**src/rtl/sha1_pkg.sv**
```systemverilog
// Shared constants and types for the SHA-1 message controller and its pad unit.
package sha1_pkg;

  localparam int DATA_W     = 32;
  localparam int DIGEST_W   = 160;
  localparam int MAXWORDS   = 2**27;
  localparam int BLK_WORDS  = 16;
  localparam int LEN_HI_IDX = 14;
  localparam int LEN_LO_IDX = 15;

  localparam logic [DATA_W-1:0] H0 = 32'h6745_2301;
  localparam logic [DATA_W-1:0] H1 = 32'hEFCD_AB89;
  localparam logic [DATA_W-1:0] H2 = 32'h98BA_DCFE;
  localparam logic [DATA_W-1:0] H3 = 32'h1032_5476;
  localparam logic [DATA_W-1:0] H4 = 32'hC3D2_E1F0;

  localparam logic [DATA_W-1:0] K0 = 32'h5A82_7999;
  localparam logic [DATA_W-1:0] K1 = 32'h6ED9_EBA1;
  localparam logic [DATA_W-1:0] K2 = 32'h8F1B_BCDC;
  localparam logic [DATA_W-1:0] K3 = 32'hCA62_C1D6;

  localparam logic [DATA_W-1:0] PAD_MARKER = 32'h8000_0000;

  typedef enum logic [2:0] {
    IDLE,
    FILL,
    PAD,
    WAITC,
    BURST,
    RUN,
    DONE
  } state_t;

endpackage

```
**src/rtl/sha1_pad_unit.sv**
```systemverilog
// Combinational padding helpers: final-word masking with 0x80 insertion and
// selection of the word written on each PAD cycle.
module sha1_pad_unit
  import sha1_pkg::*;
(
  input  logic [DATA_W-1:0] iDat,
  input  logic [1:0]        iBytes,
  input  logic [63:0]       bitCnt,
  input  logic [3:0]        idx,
  input  logic              markerPending,
  input  logic              lenFits,
  output logic [DATA_W-1:0] lastWord,
  output logic [DATA_W-1:0] padWord
);

  // Bytes below the valid ones are don't-care from the host, so force them.
  always_comb begin
    lastWord = iDat;
    unique case (iBytes)
      2'd1:    lastWord = {iDat[31:24], 8'h80, 16'h0000};
      2'd2:    lastWord = {iDat[31:16], 8'h80, 8'h00};
      2'd3:    lastWord = {iDat[31:8], 8'h80};
      default: lastWord = iDat;
    endcase
  end

  always_comb begin
    padWord = '0;
    if (markerPending) begin
      padWord = PAD_MARKER;
    end else if (lenFits && idx == 4'(LEN_HI_IDX)) begin
      padWord = bitCnt[63:32];
    end else if (lenFits && idx == 4'(LEN_LO_IDX)) begin
      padWord = bitCnt[31:0];
    end
  end

endmodule

```
**src/rtl/sha1_msg_ctrl.sv**
```systemverilog
// Message-side controller for the SHA-1 core: buffers and pads 512-bit blocks,
// bursts them into the core and captures the final digest.
module sha1_msg_ctrl
  import sha1_pkg::*;
(
  input  logic                iClk,
  input  logic                reset_n,
  input  logic [DATA_W-1:0]   iDat,
  input  logic                iValid,
  input  logic                iLast,
  input  logic [1:0]          iBytes,
  output logic                oAccept,
  output logic [DATA_W-1:0]   oCoreDat,
  output logic                oCoreValid,
  output logic                oCoreInitial,
  output logic                oCoreRst,
  input  logic                iCoreReady,
  input  logic [DIGEST_W-1:0] iCoreDat,
  output logic [DIGEST_W-1:0] oDigest,
  output logic                oDigestValid
);

  state_t              state;
  state_t              nextState;
  logic [DATA_W-1:0]   msgBuf [BLK_WORDS];
  logic [3:0]          idx;
  logic [3:0]          burstIdx;
  logic [63:0]         bitCnt;
  logic                acceptEn;
  logic                markerPending;
  logic                lenFits;
  logic                padPending;
  logic                lastBlk;
  logic                firstBlk;
  logic                sawLow;
  logic                coreRst;
  logic [DIGEST_W-1:0] digest;
  logic                digestValid;
  logic                take;
  logic                coreBack;
  logic [63:0]         addBits;
  logic [DATA_W-1:0]   lastWord;
  logic [DATA_W-1:0]   padWord;

  sha1_pad_unit padUnit (
    .iDat          (iDat),
    .iBytes        (iBytes),
    .bitCnt        (bitCnt),
    .idx           (idx),
    .markerPending (markerPending),
    .lenFits       (lenFits),
    .lastWord      (lastWord),
    .padWord       (padWord)
  );

  assign take     = iValid && oAccept;
  assign coreBack = sawLow && iCoreReady;
  assign addBits  = (iLast && iBytes != 2'd0) ? 64'({iBytes, 3'b000}) : 64'd32;

  always_ff @(posedge iClk) begin
    if (!reset_n) state <= IDLE;
    else          state <= nextState;
  end

  always_comb begin
    nextState = state;
    unique case (state)
      IDLE, FILL: begin
        if (take) begin
          if (idx == 4'd15) nextState = WAITC;
          else if (iLast)   nextState = PAD;
          else              nextState = FILL;
        end
      end
      PAD:     if (idx == 4'd15) nextState = WAITC;
      WAITC:   if (iCoreReady) nextState = BURST;
      BURST:   if (burstIdx == 4'd15) nextState = RUN;
      RUN: begin
        if (coreBack) begin
          if (lastBlk)         nextState = DONE;
          else if (padPending) nextState = PAD;
          else                 nextState = FILL;
        end
      end
      DONE:    nextState = IDLE;
      default: nextState = IDLE;
    endcase
  end

  always_comb begin
    oAccept      = acceptEn && (state == IDLE || state == FILL);
    oCoreValid   = (state == BURST);
    oCoreDat     = (state == BURST) ? msgBuf[burstIdx] : '0;
    oCoreInitial = (state == BURST) && firstBlk && (burstIdx == 4'd0);
  end

  // Control registers: the only state cleared by reset_n besides the digest.
  always_ff @(posedge iClk) begin
    if (!reset_n) begin
      idx           <= '0;
      burstIdx      <= '0;
      bitCnt        <= '0;
      acceptEn      <= 1'b0;
      markerPending <= 1'b0;
      lenFits       <= 1'b0;
      padPending    <= 1'b0;
      lastBlk       <= 1'b0;
      firstBlk      <= 1'b0;
      sawLow        <= 1'b0;
      digest        <= '0;
      digestValid   <= 1'b0;
    end else begin
      acceptEn    <= 1'b1;
      digestValid <= 1'b0;
      unique case (state)
        IDLE, FILL: begin
          if (take) begin
            idx    <= idx + 4'd1;
            bitCnt <= bitCnt + addBits;
            if (state == IDLE) firstBlk <= 1'b1;
            if (iLast) begin
              padPending    <= 1'b1;
              markerPending <= (iBytes == 2'd0);
              if (iBytes != 2'd0) lenFits <= (idx <= 4'd13);
            end
          end
        end
        PAD: begin
          idx           <= idx + 4'd1;
          markerPending <= 1'b0;
          if (markerPending) lenFits <= (idx <= 4'd13);
          if (idx == 4'd15 && lenFits && !markerPending) begin
            lastBlk    <= 1'b1;
            padPending <= 1'b0;
          end
        end
        WAITC: begin
          burstIdx <= '0;
          sawLow   <= 1'b0;
        end
        BURST: begin
          burstIdx <= burstIdx + 4'd1;
          if (!iCoreReady)        sawLow   <= 1'b1;
          if (burstIdx == 4'd15)  firstBlk <= 1'b0;
        end
        RUN: begin
          if (!iCoreReady) sawLow <= 1'b1;
          if (coreBack) begin
            idx <= '0;
            if (lastBlk) begin
              digest      <= iCoreDat;
              digestValid <= 1'b1;
            end else if (padPending) begin
              lenFits <= 1'b1;
            end
          end
        end
        DONE: begin
          bitCnt     <= '0;
          lastBlk    <= 1'b0;
          padPending <= 1'b0;
        end
        default: ;
      endcase
    end
  end

  // Block buffer: data only, never reset.
  always_ff @(posedge iClk) begin
    if (take) begin
      msgBuf[idx] <= iLast ? lastWord : iDat;
    end else if (state == PAD) begin
      msgBuf[idx] <= padWord;
    end
  end

  always_ff @(posedge iClk) begin
    coreRst <= !reset_n;
  end

  assign oCoreRst     = coreRst;
  assign oDigest      = digest;
  assign oDigestValid = digestValid;

endmodule

```
**config.mk**
```make
export PLATFORM = sky130hd
export DESIGN_NAME = sha1_msg_ctrl
export DESIGN_NICKNAME = d
export VERILOG_FILES = /design/src/rtl/sha1_pkg.sv /design/src/rtl/sha1_pad_unit.sv /design/src/rtl/sha1_msg_ctrl.sv
export SDC_FILE = /design/constraint.sdc
export NUM_CORES = 1
export LEC_CHECK = 0
export ABC_AREA = 1
export ABC_CLOCK_PERIOD_IN_PS = 4300
export CORE_MARGIN = 2
export CORE_UTILIZATION = 44
export DETAILED_ROUTE_END_ITERATION = 7
export PLACE_DENSITY = 0.76
export SLEW_MARGIN = 20
export SYNTH_ARGS = -nofsm -noshare
export SYNTH_HDL_FRONTEND = slang
export SYNTH_SLANG_ARGS = --single-unit
```
**constraint.sdc**
```tcl
create_clock -name iClk -period 4.3 [get_ports iClk]
set_clock_uncertainty 0.1 [all_clocks]
set_input_delay 1.29 -clock iClk [delete_from_list [all_inputs] [get_ports iClk]]
set_output_delay 1.29 -clock iClk [all_outputs]
set_load 0.02 [all_outputs]
```
* Word-level counts from Yosys, hierarchy flattened
Memories as Yosys holds them, arrays and structs flattened. A register that Yosys moved wholly into a read port is not among the register bits.
Cells that the tools add are included.
** Word-level totals
- RAM bits :: 512
- Bits in registers :: 244
- Memories kept :: 1
** Memory list
- msgBuf :: words 16, width 32, rd ports 1, clocked after memory_dff 1, write ports 1, RTL line sha1_msg_ctrl.sv:25 : logic [DATA_W-1:0] msgBuf [BLK_WORDS];
** Cells by class
- Equal/unequal tests :: 25
- Add/subtract/negate cells :: 3
- Multiplexer cells :: 56
- Bitwise logic cells :: 1
- Reductions and logical operators :: 37
- $lt $le $gt $ge :: 1
** Operators by type and width (number)
- 32-bit two-way mux :: 5
- 64-bit one-hot mux with 2 select lines :: 1
- 24-bit one-hot mux with 3 select lines :: 1
- 64-bit by 6-bit adder with 64-bit output :: 1
- 64-bit two-way mux :: 1
- 1-bit two-way mux :: 24
- 24-bit two-way mux :: 1
- 2-bit inequality test, second input constant :: 12
- 3-bit two-way mux :: 6
- 4-bit two-way mux :: 4
- 3-bit one-hot mux with 5 select lines :: 1
- 2-bit nonzero test :: 7
- 4-bit equality test, second input constant :: 3
- 4-bit one-hot mux with 3 select lines :: 1
- 3-bit AND reduction :: 4
- 3-bit equality test, second input constant :: 3
- 1-bit logical AND :: 9
- 4-bit by 1-bit adder with 4-bit output, second input constant :: 2
- 1-bit one-hot mux with 2 select lines :: 4
- 4-bit one-hot mux with 2 select lines :: 1
- 4-bit AND reduction :: 2
- 8-bit AND reduction :: 1
- 3-bit by 2-bit equality test with 1-bit output, second input constant :: 2
- 2-bit two-way mux :: 3
- other kinds (17) :: 24

* Logic depth before layout (Yosys ltp)
- Depth after elaboration :: 7
- Mapped depth :: 16

* By module
From an unflattened synthesis, not the netlist that was laid out.
** Unflattened totals
- Cells, all modules :: 3357
- Area, all modules :: 32164.6 um^2
** By module, submodules not included
- sha1_msg_ctrl :: area an instance 31253.7 um^2, times used 1, cells each 3179
- sha1_pad_unit :: area an instance 910.9 um^2, times used 1, cells each 178

* Worst setup path before layout
Ideal clock, no wire load.
- Path type :: in2reg
- Start :: input iValid
- End :: memory msgBuf[0][0], enable pin
- Arrival :: 3.026 ns
- Stages on the path :: 4
- Library setup time :: 0.421 ns
- Setup slack :: 0.753 ns
- Cells stage by stage :: nand3_2 nand2_1 nand2_1 nor2_1
** On the way
- Word-level cells in the longest chain between the ends :: 4
- Elaborated cells between the ends (all ways) :: 6
** RTL lines
- from (decl) :: RTL line sha1_msg_ctrl.sv:9 : input logic iValid,
- 1-bit logical AND (*) :: RTL line sha1_msg_ctrl.sv:56 : assign take = iValid && oAccept;
- 1-bit two-way mux :: RTL line sha1_msg_ctrl.sv:170 : if (take) begin
- 1-bit two-way mux (on tied branches) :: RTL line sha1_msg_ctrl.sv:171, sha1_msg_ctrl.sv:173
- 1-bit OR (no source line) (*)
- to (decl) :: RTL line sha1_msg_ctrl.sv:25
Every way passes the cells marked *; elsewhere a longest branch is shown, timed or not.

==> key figures <==
Die
  • Die X: 270 um
  • Die height: approximately 270 um
  • Initial core utilization: 44.4%
  • Die footprint: around 73,000 um2
  • I/O pin total: about 400
  • Row count: 97
  • Core ar.: roughly 70,000 um2

Place
  • IO buf count: approximately 400
  • Pre-CTS WS: 393 ps
  • Detailed-placement wirelength estimate: 62,800 um
  • Cell count after placement: around 4,300
  • GP Congestion: approximately 1.0

Power and ir drop
  • Leakage: between 10 and 15 nW
  • Power, Total: between 15 and 20 mW
  • Psw: 3.72 mW
  • Peak supply drop: ~0.28 mV
  • Switching portion of total power: between 20% and 30%
  • Comb pwr share: under 10%
  • Internal power: 12.6 mW
  • Clk pwr share: 43.6%
  • Power Dens Cells: just over 400 nW/um2
  • Seq pwr share: 49.5%

Layout
  • Layout cells sized above 1: around 8.4%
  • Layout Cells excl Fill: 4,457
  • Area growth syn-to-layout: 27.0%
  • FILL cells: 5,880
  • Nets: about 3,700
  • Most frequent cells in the layout: 770 x nor2_1, 512 x edfxtp_1, 466 x o21ai_0, 368 x clkdlybuf4s50_1, 241 x dfxtp_1
  • Diode count: 0
  • Most common cell after layout, fill and taps aside: nor2_1

Yosys
  • Register bit total from synthesis: approximately 760
  • Post-Synthesis Cell Area: between 30,000 and 40,000 um2
  • Synthesized instance count: a little over 3,000
  • Synth unique cells: 42
  • Mapped Nets: ~3,300
  • Syn avg cell area: between 10 and 15 um2
  • Yosys warns: 0
  • Seq/Total Area, Yosys: between 60% and 70%

STA
  • Slew @ Worst Pin: 1120 ps
  • Unrepaired setup endpoints after global routing: true
  • Minimum clock period after layout: between 4000 and 5000 ps
  • Hold WS: about 380 ps
  • Slew Limit Fails: 0
  • Rel. slew slack: 25.2%
  • Final hold vios: 0
  • Setup TNS: 0 ps
  • Worst setup slack after layout: 22.6 ps
  • Final Cycle Share: 99.5%
  • Max Freq: about 230 MHz
  • # setup viols final: 0

Route
  • Routed vias/inst: roughly 5.5
  • Final ANT Viol Nets: 0
  • Total number of vias: 24,700
  • Number of DRC markers in iteration 0: roughly 2,600
  • DRC Markers: 0
  • Total wire length: around 96,000 um
  • DR pass1 iterations: 8
  • WL/cell: ~22 um

Run status
  • Outcome: completed

Flow run
  • Max Cap Viol: 0

GRT
  • Initial antenna violation count: 8
  • Largest net degree at the start of global routing: about 170
  • First-pass GRT wire length: 143,000 um
  • Vias in the first global route: 23,500
  • GRT Residual Overflow: 0
  • GRT Util Overall: approximately a quarter

Worst setup path
  • Critical path type: flip-flop to output port
  • R2r setup slk: approximately 1200 ps
  • Crit end category: output port
  • Worst Path Required: between 2000 and 3000 ps
  • R2R cell count: 10
  • Worst endpoint data arrival time: between 2000 and 3000 ps
  • Crit-path max FO: 21
  • Critical Path Start Type: flip-flop

CTS
  • Clk_lat worst skew: ~650 ps
  • Htree depth: 3
  • CTS tree: yes
  • Sink Count: around 760
  • Clock buffer count from CTS: 79
  • Clk buf depth: 3
  • Root Buffer: clkbuf_16
  • Clock-pin slew on the worst setup and hold paths: 60 ps
  • Hold_buf cts: 0

Hold path
  • Worst hold stages: 2
  • HP Class: flip-flop to flip-flop
layout make-up:
| type | instances | area [um2] | area share [%] |
|---|---|---|---|
| Clock inverter | 45 | 643 | 1.63 |
| Inverter | 139 | 544 | 1.38 |
| Clock buffer | 98 | 2100 | 5.32 |
| Multi-Input combinational cell | 1982 | 9630 | 24.4 |
| Tap cell | 940 | 1180 | 2.98 |
| Timing Repair Buffer | 496 | 5060 | 12.8 |
| Sequential cell | 757 | 20300 | 51.4 |
power by group through the flow:
stage / clock network, mW / registers (mW) / logic (mW)
floorplan: 0 / 8.26 / 0.518
global placement: 0 / 8.25 / 1.08
detailed placement: 0 / 8.25 / 1.10
CTS: 7.21 / 8.10 / 1.11
global route: 7.50 / 8.11 / 1.22
finish: 7.13 / 8.10 / 1.13
synth_stat cells (all sizes together):
master	number	area share, %
a211oi	1	0.024
a21oi	94	1.5
a221oi	1	0.028
a31oi	7	0.14
and3	1	0.020
buf	62	1.3
clkbuf	120	1.5
clkinv	1	0.012
dfxtp	245	16
edfxtp	512	50
fa	1	0.064
ha	11	0.44
inv	138	1.7
nand2	226	2.8
nand3	98	1.6
nand3b	3	0.073
nand4	19	0.40
nor2	806	10
nor3	17	0.29
nor4	5	0.10
o211ai	75	1.8
o21ai	509	8.2
o21bai	2	0.048
o221ai	56	1.6
o22ai	33	0.66
o311a	1	0.032
o31ai	14	0.34
xnor2	1	0.028
xor2	1	0.028
per-layer routing:
layer	global-route usage, %	share of wire, %
met5	0	0.053
met4	9.94	3.7
met3	5.66	10
met2	43.7	48
met1	32.3	38
timing repair:
action | CTS | global route
gates resized for setup | 23 | 14
setup endpoints to repair | 25 | 19
pin swaps | 0 | 1
cloned | 1 | 0
setup buffers | 0 | 1
worst max-delay path, cell delays in order (launching register included):
cell,delay (ps)
dfxtp_4,520
buf_4,310
nor2_1,80
nor2_1,90
o21ai_0,90
o211ai_1,100
o211ai_1,140
a21oi_2,280
clkdlybuf4s50_1,660
state kept, by name, summed over array words and instances, names as in the netlist, named ones only:
signal and count:
burstIdx 4, acceptEn 1, state 3, padPending 1, lastBlk 1, oDigestValid 1, oDigest 160, bitCnt 61
msgBuf 512, oCoreRst 1, lenFits 1, idx 4, sawLow 1, firstBlk 1, markerPending 1
per-stage QoR:
| step | area [um2] | utilization (%) |
|---|---|---|
| final | 39400 | 56.4 |
| after global routing | 39400 | 56.4 |
| after CTS | 39400 | 56.3 |
| after detailed placement | 36600 | 52.3 |
| after global placement | 36500 | 52.3 |
| after floorplan | 31100 | - |
worst paths after layout:
check / start / end
setup / recovery: flip-flop / oCoreDat[26]
hold / removal: oDigest[22] / oDigest[22]
setup reg to reg: idx[0] / msgBuf[14][31]
hold reg to reg: oDigest[22] / oDigest[22]
logic make-up (layout without fill, tap and decap cells):
logic type      after synthesis  count (layout)  synth area share (%)
simple gates               1175            1175                  15.3
fa+ha+maj                    12              12                 0.508
xor+xnor                      2               2                0.0564
buf+inv                     321             778                  4.42
compound gates              793             793                  14.4
flops                       757             757                  65.3
No activity file was read; power rests on OpenSTA's default activity.
